<file path="src/rtl/vga_pkg.sv">
// Shared 640x480@60 timing constants, pixel type and address widths for the VGA timing path.
package vga_pkg;

  localparam int unsigned H_AW = 10;
  localparam int unsigned V_AW = 10;

  localparam int unsigned DefHSync = 96;
  localparam int unsigned DefHBp   = 48;
  localparam int unsigned DefHAct  = 640;
  localparam int unsigned DefHFp   = 16;
  localparam int unsigned DefVSync = 2;
  localparam int unsigned DefVBp   = 33;
  localparam int unsigned DefVAct  = 480;
  localparam int unsigned DefVFp   = 10;

  typedef struct packed {
    logic [7:0] r;
    logic [7:0] g;
    logic [7:0] b;
  } pixel_t;

  // Half-open window test [lo, hi) on a zero-extended counter value.
  function automatic logic in_window(int unsigned pos, int unsigned lo, int unsigned hi);
    return (pos >= lo) && (pos < hi);
  endfunction

endpackage

</file>
<file path="src/rtl/vga_delay_line.sv">
// Width x Depth shift register with synchronous clear; Depth 0 is a plain wire.
module vga_delay_line #(
  parameter int unsigned Width = 1,
  parameter int unsigned Depth = 1
) (
  input  logic             clk_i,
  input  logic             clr_i,
  input  logic [Width-1:0] d_i,
  output logic [Width-1:0] q_o
);

  if (Depth == 0) begin : g_wire
    logic unused_ctrl;
    assign unused_ctrl = clk_i ^ clr_i;
    assign q_o = d_i;
  end else begin : g_regs
    logic [Width-1:0] stage_q [Depth];
    logic [Width-1:0] stage_d [Depth];

    always_comb begin
      stage_d[0] = d_i;
      for (int unsigned i = 1; i < Depth; i++) begin
        stage_d[i] = stage_q[i-1];
      end
    end

    always_ff @(posedge clk_i) begin
      for (int unsigned i = 0; i < Depth; i++) begin
        if (clr_i) begin
          stage_q[i] <= '0;
        end else begin
          stage_q[i] <= stage_d[i];
        end
      end
    end

    assign q_o = stage_q[Depth-1];
  end

endmodule

</file>
<file path="src/rtl/vga_timing_pipe.sv">
// VGA timing generator: frame-memory addresses out, pixel data back in, sync/blank delayed to
// line up with the memory read latency and presented on registered pins.
module vga_timing_pipe
  import vga_pkg::*;
#(
  parameter int unsigned H_SYNC       = DefHSync,
  parameter int unsigned H_BP         = DefHBp,
  parameter int unsigned H_ACT        = DefHAct,
  parameter int unsigned H_FP         = DefHFp,
  parameter int unsigned V_SYNC       = DefVSync,
  parameter int unsigned V_BP         = DefVBp,
  parameter int unsigned V_ACT        = DefVAct,
  parameter int unsigned V_FP         = DefVFp,
  parameter int unsigned RD_LAT       = 0,
  parameter bit          SYNC_ACT_LOW = 1'b1
) (
  input  logic            pclk,
  input  logic            reset,
  input  logic [23:0]     vga_data,
  output logic [H_AW-1:0] h_addr,
  output logic [V_AW-1:0] v_addr,
  output logic            frame_tick,
  output logic            hsync,
  output logic            vsync,
  output logic            valid,
  output logic [7:0]      vga_r,
  output logic [7:0]      vga_g,
  output logic [7:0]      vga_b
);

  localparam int unsigned HTot   = H_SYNC + H_BP + H_ACT + H_FP;
  localparam int unsigned VTot   = V_SYNC + V_BP + V_ACT + V_FP;
  localparam int unsigned HActLo = H_SYNC + H_BP;
  localparam int unsigned HActHi = HActLo + H_ACT;
  localparam int unsigned VActLo = V_SYNC + V_BP;
  localparam int unsigned VActHi = VActLo + V_ACT;

  if (RD_LAT > 3 || H_ACT == 0 || V_ACT == 0 || HTot == 0 || VTot == 0 ||
      HTot > (1 << H_AW) || VTot > (1 << V_AW)) begin : g_bad_cfg
    $fatal(1, "vga_timing_pipe: unsupported timing configuration");
  end

  logic [H_AW-1:0] hcnt_q, hcnt_d;
  logic [V_AW-1:0] vcnt_q, vcnt_d;
  logic            hs0, vs0, act0;
  logic [2:0]      tap;
  logic            hsync_q, hsync_d;
  logic            vsync_q, vsync_d;
  logic            valid_q, valid_d;
  pixel_t          rgb_q, rgb_d;

  always_comb begin
    hcnt_d = hcnt_q + 1'b1;
    vcnt_d = vcnt_q;
    if (hcnt_q == H_AW'(HTot - 1)) begin
      hcnt_d = '0;
      vcnt_d = (vcnt_q == V_AW'(VTot - 1)) ? '0 : vcnt_q + 1'b1;
    end
  end

  // Stage 0: everything decoded straight from the counters.
  always_comb begin
    hs0        = 32'(hcnt_q) < H_SYNC;
    vs0        = 32'(vcnt_q) < V_SYNC;
    act0       = in_window(32'(hcnt_q), HActLo, HActHi) &&
                 in_window(32'(vcnt_q), VActLo, VActHi);
    h_addr     = act0 ? hcnt_q - H_AW'(HActLo) : '0;
    v_addr     = act0 ? vcnt_q - V_AW'(VActLo) : '0;
    frame_tick = (hcnt_q == '0) && (vcnt_q == '0);
  end

  vga_delay_line #(
    .Width(3),
    .Depth(RD_LAT)
  ) u_ctrl_dly (
    .clk_i(pclk),
    .clr_i(reset),
    .d_i  ({hs0, vs0, act0}),
    .q_o  (tap)
  );

  // Sync taps are active-high internally; polarity is applied only at the pins.
  always_comb begin
    hsync_d = tap[2] ^ SYNC_ACT_LOW;
    vsync_d = tap[1] ^ SYNC_ACT_LOW;
    valid_d = tap[0];
    rgb_d   = tap[0] ? pixel_t'(vga_data) : '0;
  end

  always_ff @(posedge pclk) begin
    if (reset) begin
      hcnt_q  <= '0;
      vcnt_q  <= '0;
      hsync_q <= SYNC_ACT_LOW;
      vsync_q <= SYNC_ACT_LOW;
      valid_q <= 1'b0;
      rgb_q   <= '0;
    end else begin
      hcnt_q  <= hcnt_d;
      vcnt_q  <= vcnt_d;
      hsync_q <= hsync_d;
      vsync_q <= vsync_d;
      valid_q <= valid_d;
      rgb_q   <= rgb_d;
    end
  end

  assign hsync = hsync_q;
  assign vsync = vsync_q;
  assign valid = valid_q;
  assign vga_r = rgb_q.r;
  assign vga_g = rgb_q.g;
  assign vga_b = rgb_q.b;

endmodule

</file>
<file path="config.mk">
export PLATFORM = sky130hd
export DESIGN_NAME = vga_timing_pipe
export DESIGN_NICKNAME = d
export VERILOG_FILES = /design/src/rtl/vga_pkg.sv /design/src/rtl/vga_delay_line.sv /design/src/rtl/vga_timing_pipe.sv
export SDC_FILE = /design/constraint.sdc
export NUM_CORES = 1
export LEC_CHECK = 0
export ABC_AREA = 1
export CAP_MARGIN = 20
export CORE_MARGIN = 4
export CORE_UTILIZATION = 30
export CTS_CLUSTER_DIAMETER = 50
export DETAILED_ROUTE_END_ITERATION = 12
export PLACE_DENSITY = 0.6
export SYNTH_ARGS = -nofsm -noshare
export SYNTH_HDL_FRONTEND = slang
export SYNTH_SLANG_ARGS = --single-unit
</file>
<file path="constraint.sdc">
create_clock -name pclk -period 2.7 [get_ports pclk]
set_input_delay 0.81 -clock pclk [delete_from_list [all_inputs] [get_ports pclk]]
set_output_delay 0.81 -clock pclk [all_outputs]
set_load 0.1 [all_outputs]
</file>
## Word-level counts from Yosys, hierarchy flattened

Index checks and enable logic that the tools add are counted.
W data, S select, Z words.

- Flip-flop bits (word level): 47
- Output and inout port bits: 48
- Logic and storage cells: 34
- Input port bits: 26

- Bitwise operators: 3
- Reduce and logical (&&, ||, !) cells: 8
- Equal/unequal tests: 2
- Magnitude comparators: 6
- Multiplexer cells: 3
- Add/subtract/negate cells: 4

Operators by type and width:

| operator | count |
|---|---|
| $mux W10 | 3 |
| $add A10 B1 Y10 const B | 2 |
| $eq A10 B10 Y1 const B | 2 |
| $logic_not A10 Y1 | 2 |
| $lt A10 B10 Y1 const B | 2 |
| $ge A10 B6 Y1 const B | 1 |
| $ge A10 B8 Y1 const B | 1 |
| $lt A10 B2 Y1 const B | 1 |
| $lt A10 B7 Y1 const B | 1 |
| $sub A10 B6 Y10 const B | 1 |
| $sub A10 B8 Y10 const B | 1 |
| $logic_and A1 B1 Y1 | 4 |
| $reduce_or A2 Y1 | 2 |
| $not A1 Y1 | 3 |

## Depth between registers and ports, before layout

- Depth after elaboration: 5
- Gate-level depth with buffers: 10
- Gate-level depth less buffers: 10

## By module

A second synthesis with hierarchy kept.

- Cell total of the unflattened synthesis: 351
- Area, all modules: 2,451.1 µm²

By module, submodules not included:

| module | instances | area an instance (µm²) | cells an instance | seq. area each (µm²) |
|---|---|---|---|---|
| vga_timing_pipe | 1 | 2,428.6 | 348 | 940.9 |
| vga_delay_line | 1 | 22.5 | 3 | 0.0 |

## Worst setup path after synthesis

Ideal clock, no wire load.

- Path kind: register -> output
- Start: register hcnt_q[0]
- End: output port frame_tick
- Path slack: -1,678 ps
- Buffers on the path: 0
- Arrival: 3,568 ps
- Required time: 1,890 ps
- Cell stages (with the launch flop): 5
- Path through: dfxtp_1 -> inv_1 -> ha_1 -> nand3_1 -> nor4_1

- Cells in the longest elaborated chain, start to end: 2

Ends and longest elaborated chain:

| what | line | RTL |
|---|---|---|
| from (decl) | vga_timing_pipe.sv:43 | `logic [H_AW-1:0] hcnt_q, hcnt_d;` |
| from (signal assigned) | vga_timing_pipe.sv:99 | `hcnt_q <= hcnt_d;` |
| $logic_not A10 Y1 | vga_timing_pipe.sv:69 | `frame_tick = (hcnt_q == '0) && (vcnt_q == '0);` |
| $logic_and A1 B1 Y1 | vga_timing_pipe.sv:69 |  |
| to (decl) | vga_timing_pipe.sv:22 | `output logic frame_tick,` |

No other way between the ends.

## Final worst setup path

- Start: register vcnt_q[3]
- End: output port h_addr[4]

- Cells in the longest elaborated chain, start to end: 4
- Elaborated cells between the ends (all ways): 5
- Classes of those cells: order compare: 2; mux: 1; reduce/logical: 2

Ends and longest elaborated chain:

| what | line | RTL |
|---|---|---|
| from (decl) | vga_timing_pipe.sv:44 | `logic [V_AW-1:0] vcnt_q, vcnt_d;` |
| from (signal assigned) | vga_timing_pipe.sv:100 | `vcnt_q <= vcnt_d;` |
| $ge A10 B6 Y1 or $lt A10 B10 Y1 (tied branches) | vga_pkg.sv:24 | `return (pos >= lo) && (pos < hi);` |
| $logic_and A1 B1 Y1 * | vga_pkg.sv:24 |  |
| $logic_and A1 B1 Y1 * | vga_timing_pipe.sv:65 | `act0 = in_window(32'(hcnt_q), HActLo, HActHi) &&` |
| $mux W10 * | vga_timing_pipe.sv:67 | `h_addr = act0 ? hcnt_q - H_AW'(HActLo) : '0;` |
| to (decl) | vga_timing_pipe.sv:20 | `output logic [H_AW-1:0] h_addr,` |

Mark *: on every way between the ends. The rest lies on a longest branch, timed or not.

==> impl_metrics.tcl <==
set metrics [dict create \
    cp_max_fo 9 \
    drv_slew 0 \
    power_w 0.001296 \
    status "completed" \
    cts_max_level 2 \
    start_util 0.3120 \
    avgSynthCellArea_um2 7.103 \
    track_usage 0.1345 \
    place_congestion 0.9334 \
    fin_crit_sh 0.9988 \
    worst_clock_skew_ns 0.006800 \
    cts_tree "yes" \
    fmax_mhz 370.8 \
    maxCapViolCount 0 \
    die_height_um 95.32 \
    setup_viol_count_final 0 \
    die_w_um 95.32 \
    worstPathRequired_ns 1.89 \
    regArea_um2 958.4 \
    synthArstFlopShare 0 \
    ys_warn_count 0 \
    via_per_inst 4.306 \
    powerDensity_nw_per_um2 341.7 \
    post_dp_cell_area_um2 3406 \
    wl_um 5747 \
    drt_pass1_iterations 4 \
    rows 31 \
    antenna_left 0 \
    grt_pass1_wl_um 9611 \
    area_delta_synth_final_pct 65.81 \
    coreArea_um2 7331 \
    end_kind "primary output" \
    ys_ff_latch 47 \
    grt_overflow 0 \
    slew-limit-headroom 0.6392 \
    hp-class "register to register" \
    cts_max_path_buffers 2 \
    cts_root_buf "clkbuf_8" \
    wl_per_cell_um 11.12 \
    fillers 697 \
    ys_types 24 \
    clock_sink_count 47 \
    place_inst 498 \
    critPathArrivalTime_ns 1.89 \
    vias 2226 \
    antenna_found_initial 0 \
    startpoint_type "register" \
    peakVddDrop_mv 0.2863 \
    final_cells 517 \
    hpwl_um 4376 \
    ys.flop_type "dfxtp_1" \
    numCtsBuffers 5 \
    drt_iter0_markers 72 \
    hold_ws_ns 0.4801 \
    multi_input_area_um2 1300 \
    drive_gt1_frac 0.3708 \
    utilization 0.5173 \
    port-buffer-count 73 \
    finalInstanceArea_um2 3792 \
    dieArea_um2 9085 \
    tightest_slew_ns 0.5371 \
    leakage_nw 1.751 \
    clk_latency_ns 0.31 \
    synth_area_um2 2287 \
    rsz0062_at_grt "yes" \
    syn_nets 356 \
    synth_edf_count 0 \
    grt_pass1_vias 2162 \
    io_pins 74 \
    worstSetupPathType "register to primary output" \
    grt_max_degree 26 \
    cts.clk_slew.worst_paths_ns 0.10 \
    syn_inst 322 \
    drc 0 \
    period_minus_slack_ns 2.697 \
    hold_viol_final 0 \
    yosysSeqAreaShare 0.4114 \
    n_antenna_cell 0 \
    fin_nets 451 \
]
metal layers:
layer,share of wire,global-route usage
met1,0.41,0.1582
met4,0.014,0.03846
met3,0.11,0.06156
met5,0,0
met2,0.46,0.2198
flip-flops by register name, summed over array words and instances (netlist names):
name,flops
vga_g,8
vga_r,8
vga_b,8
valid,1
hcnt_q,10
vsync,1
vcnt_q,10
hsync,1
final timing paths:
check,from,endpoint,slack (ns),cells past startpoint
setup / recovery,vcnt_q[3],h_addr[4],0.003,9
hold / removal,hcnt_q[3],hcnt_q[3],0.48,2
setup reg to reg,hcnt_q[4],vga_g[4],0.82,12
hold reg to reg,hcnt_q[3],hcnt_q[3],0.48,2
area by class of cell:
cell class	count	share of cell area
Inverter	60	0.06071
Timing Repair Buffer	95	0.2857
Clock inverter	3	0.007258
Tap cell	99	0.03266
Clock buffer	5	0.01815
Multi-Input combinational cell	208	0.3428
Sequential cell	47	0.2527
cells in the mapped netlist, types with 3 or more instances:
cell	n	area, µm²
a21oi_1	13	65.06
nor2_1	49	183.9
nor3_1	5	25.02
nand4_1	6	37.54
xor2_1	10	87.58
ha_1	8	100.1
nand2_1	63	236.5
o21ai_0	3	15.01
nand3_1	16	80.08
nor2_2	24	150.1
buf_2	5	25.02
inv_2	7	26.28
inv_1	52	195.2
dfxtp_1	47	940.9
report_power, final:
| group | internal [W] | switching [W] | total, W |
|---|---|---|---|
| clock network | 0.000192 | 0.000271 | 0.000463 |
| logic | 0.0000661 | 0.0000672 | 0.000133 |
| registers | 0.000696 | 0.00000325 | 0.000700 |
layout by cell type, fill, tap and decap left out, types with 3 or more instances in the layout:
cell type	n
nor2_1	28
ha_1	5
xor2_1	10
inv_1	48
dfxtp_1	37
o21ai_0	3
nand3_1	15
a21oi_1	12
nand4_1	6
buf_4	46
nand2_1	60
buf_12	23
dfxtp_2	8
nor2_4	21
ha_4	3
clkdlybuf4s50_1	25
inv_2	9
clkbuf_8	5
nor2_2	25
nor3_1	5
through the flow:
stage	worst slack, ns	TNS, ns
after floorplan	-0.2762	-4.415
after global placement	0.1768	0
after detailed placement	0.1002	0
after CTS	-0.01639	-0.01775
after global routing	-0.1097	-1.522
final	0.003327	0
critical path, cell delays in order (launching register included):
cell     delay [ns]
dfxtp_1        0.36
nor2_2         0.15
nand2_1        0.09
o21ai_1        0.15
nand2_1        0.10
nor2_4         0.12
nand2_4        0.11
buf_12         0.18
nor2_4         0.13
buf_12         0.18
kinds of logic (layout without fill, tap and decap cells):
kind of cell	count (synthesis)	count (layout)	synth area share
and+or+nand+nor	166	166	0.3271
xor gates and xnor gates	12	12	0.04595
DFF	47	47	0.4114
AOI/OAI and AO/OA	22	22	0.05251
adders and majority gates	8	8	0.04377
buffers and inverters	67	163	0.1193
timing repair:
item | 4_1_cts | 5_1_grt
hold buffers | 0 | 0
setup endpoints to repair | 20 | 20
hold endpoints to repair | 0 | 0
gates resized for setup | 50 | 3
pin swaps | 4 | 3
gates cloned | 1 | 0
buffers inserted | 9 | 1
(Power assumes the default switching activity.)
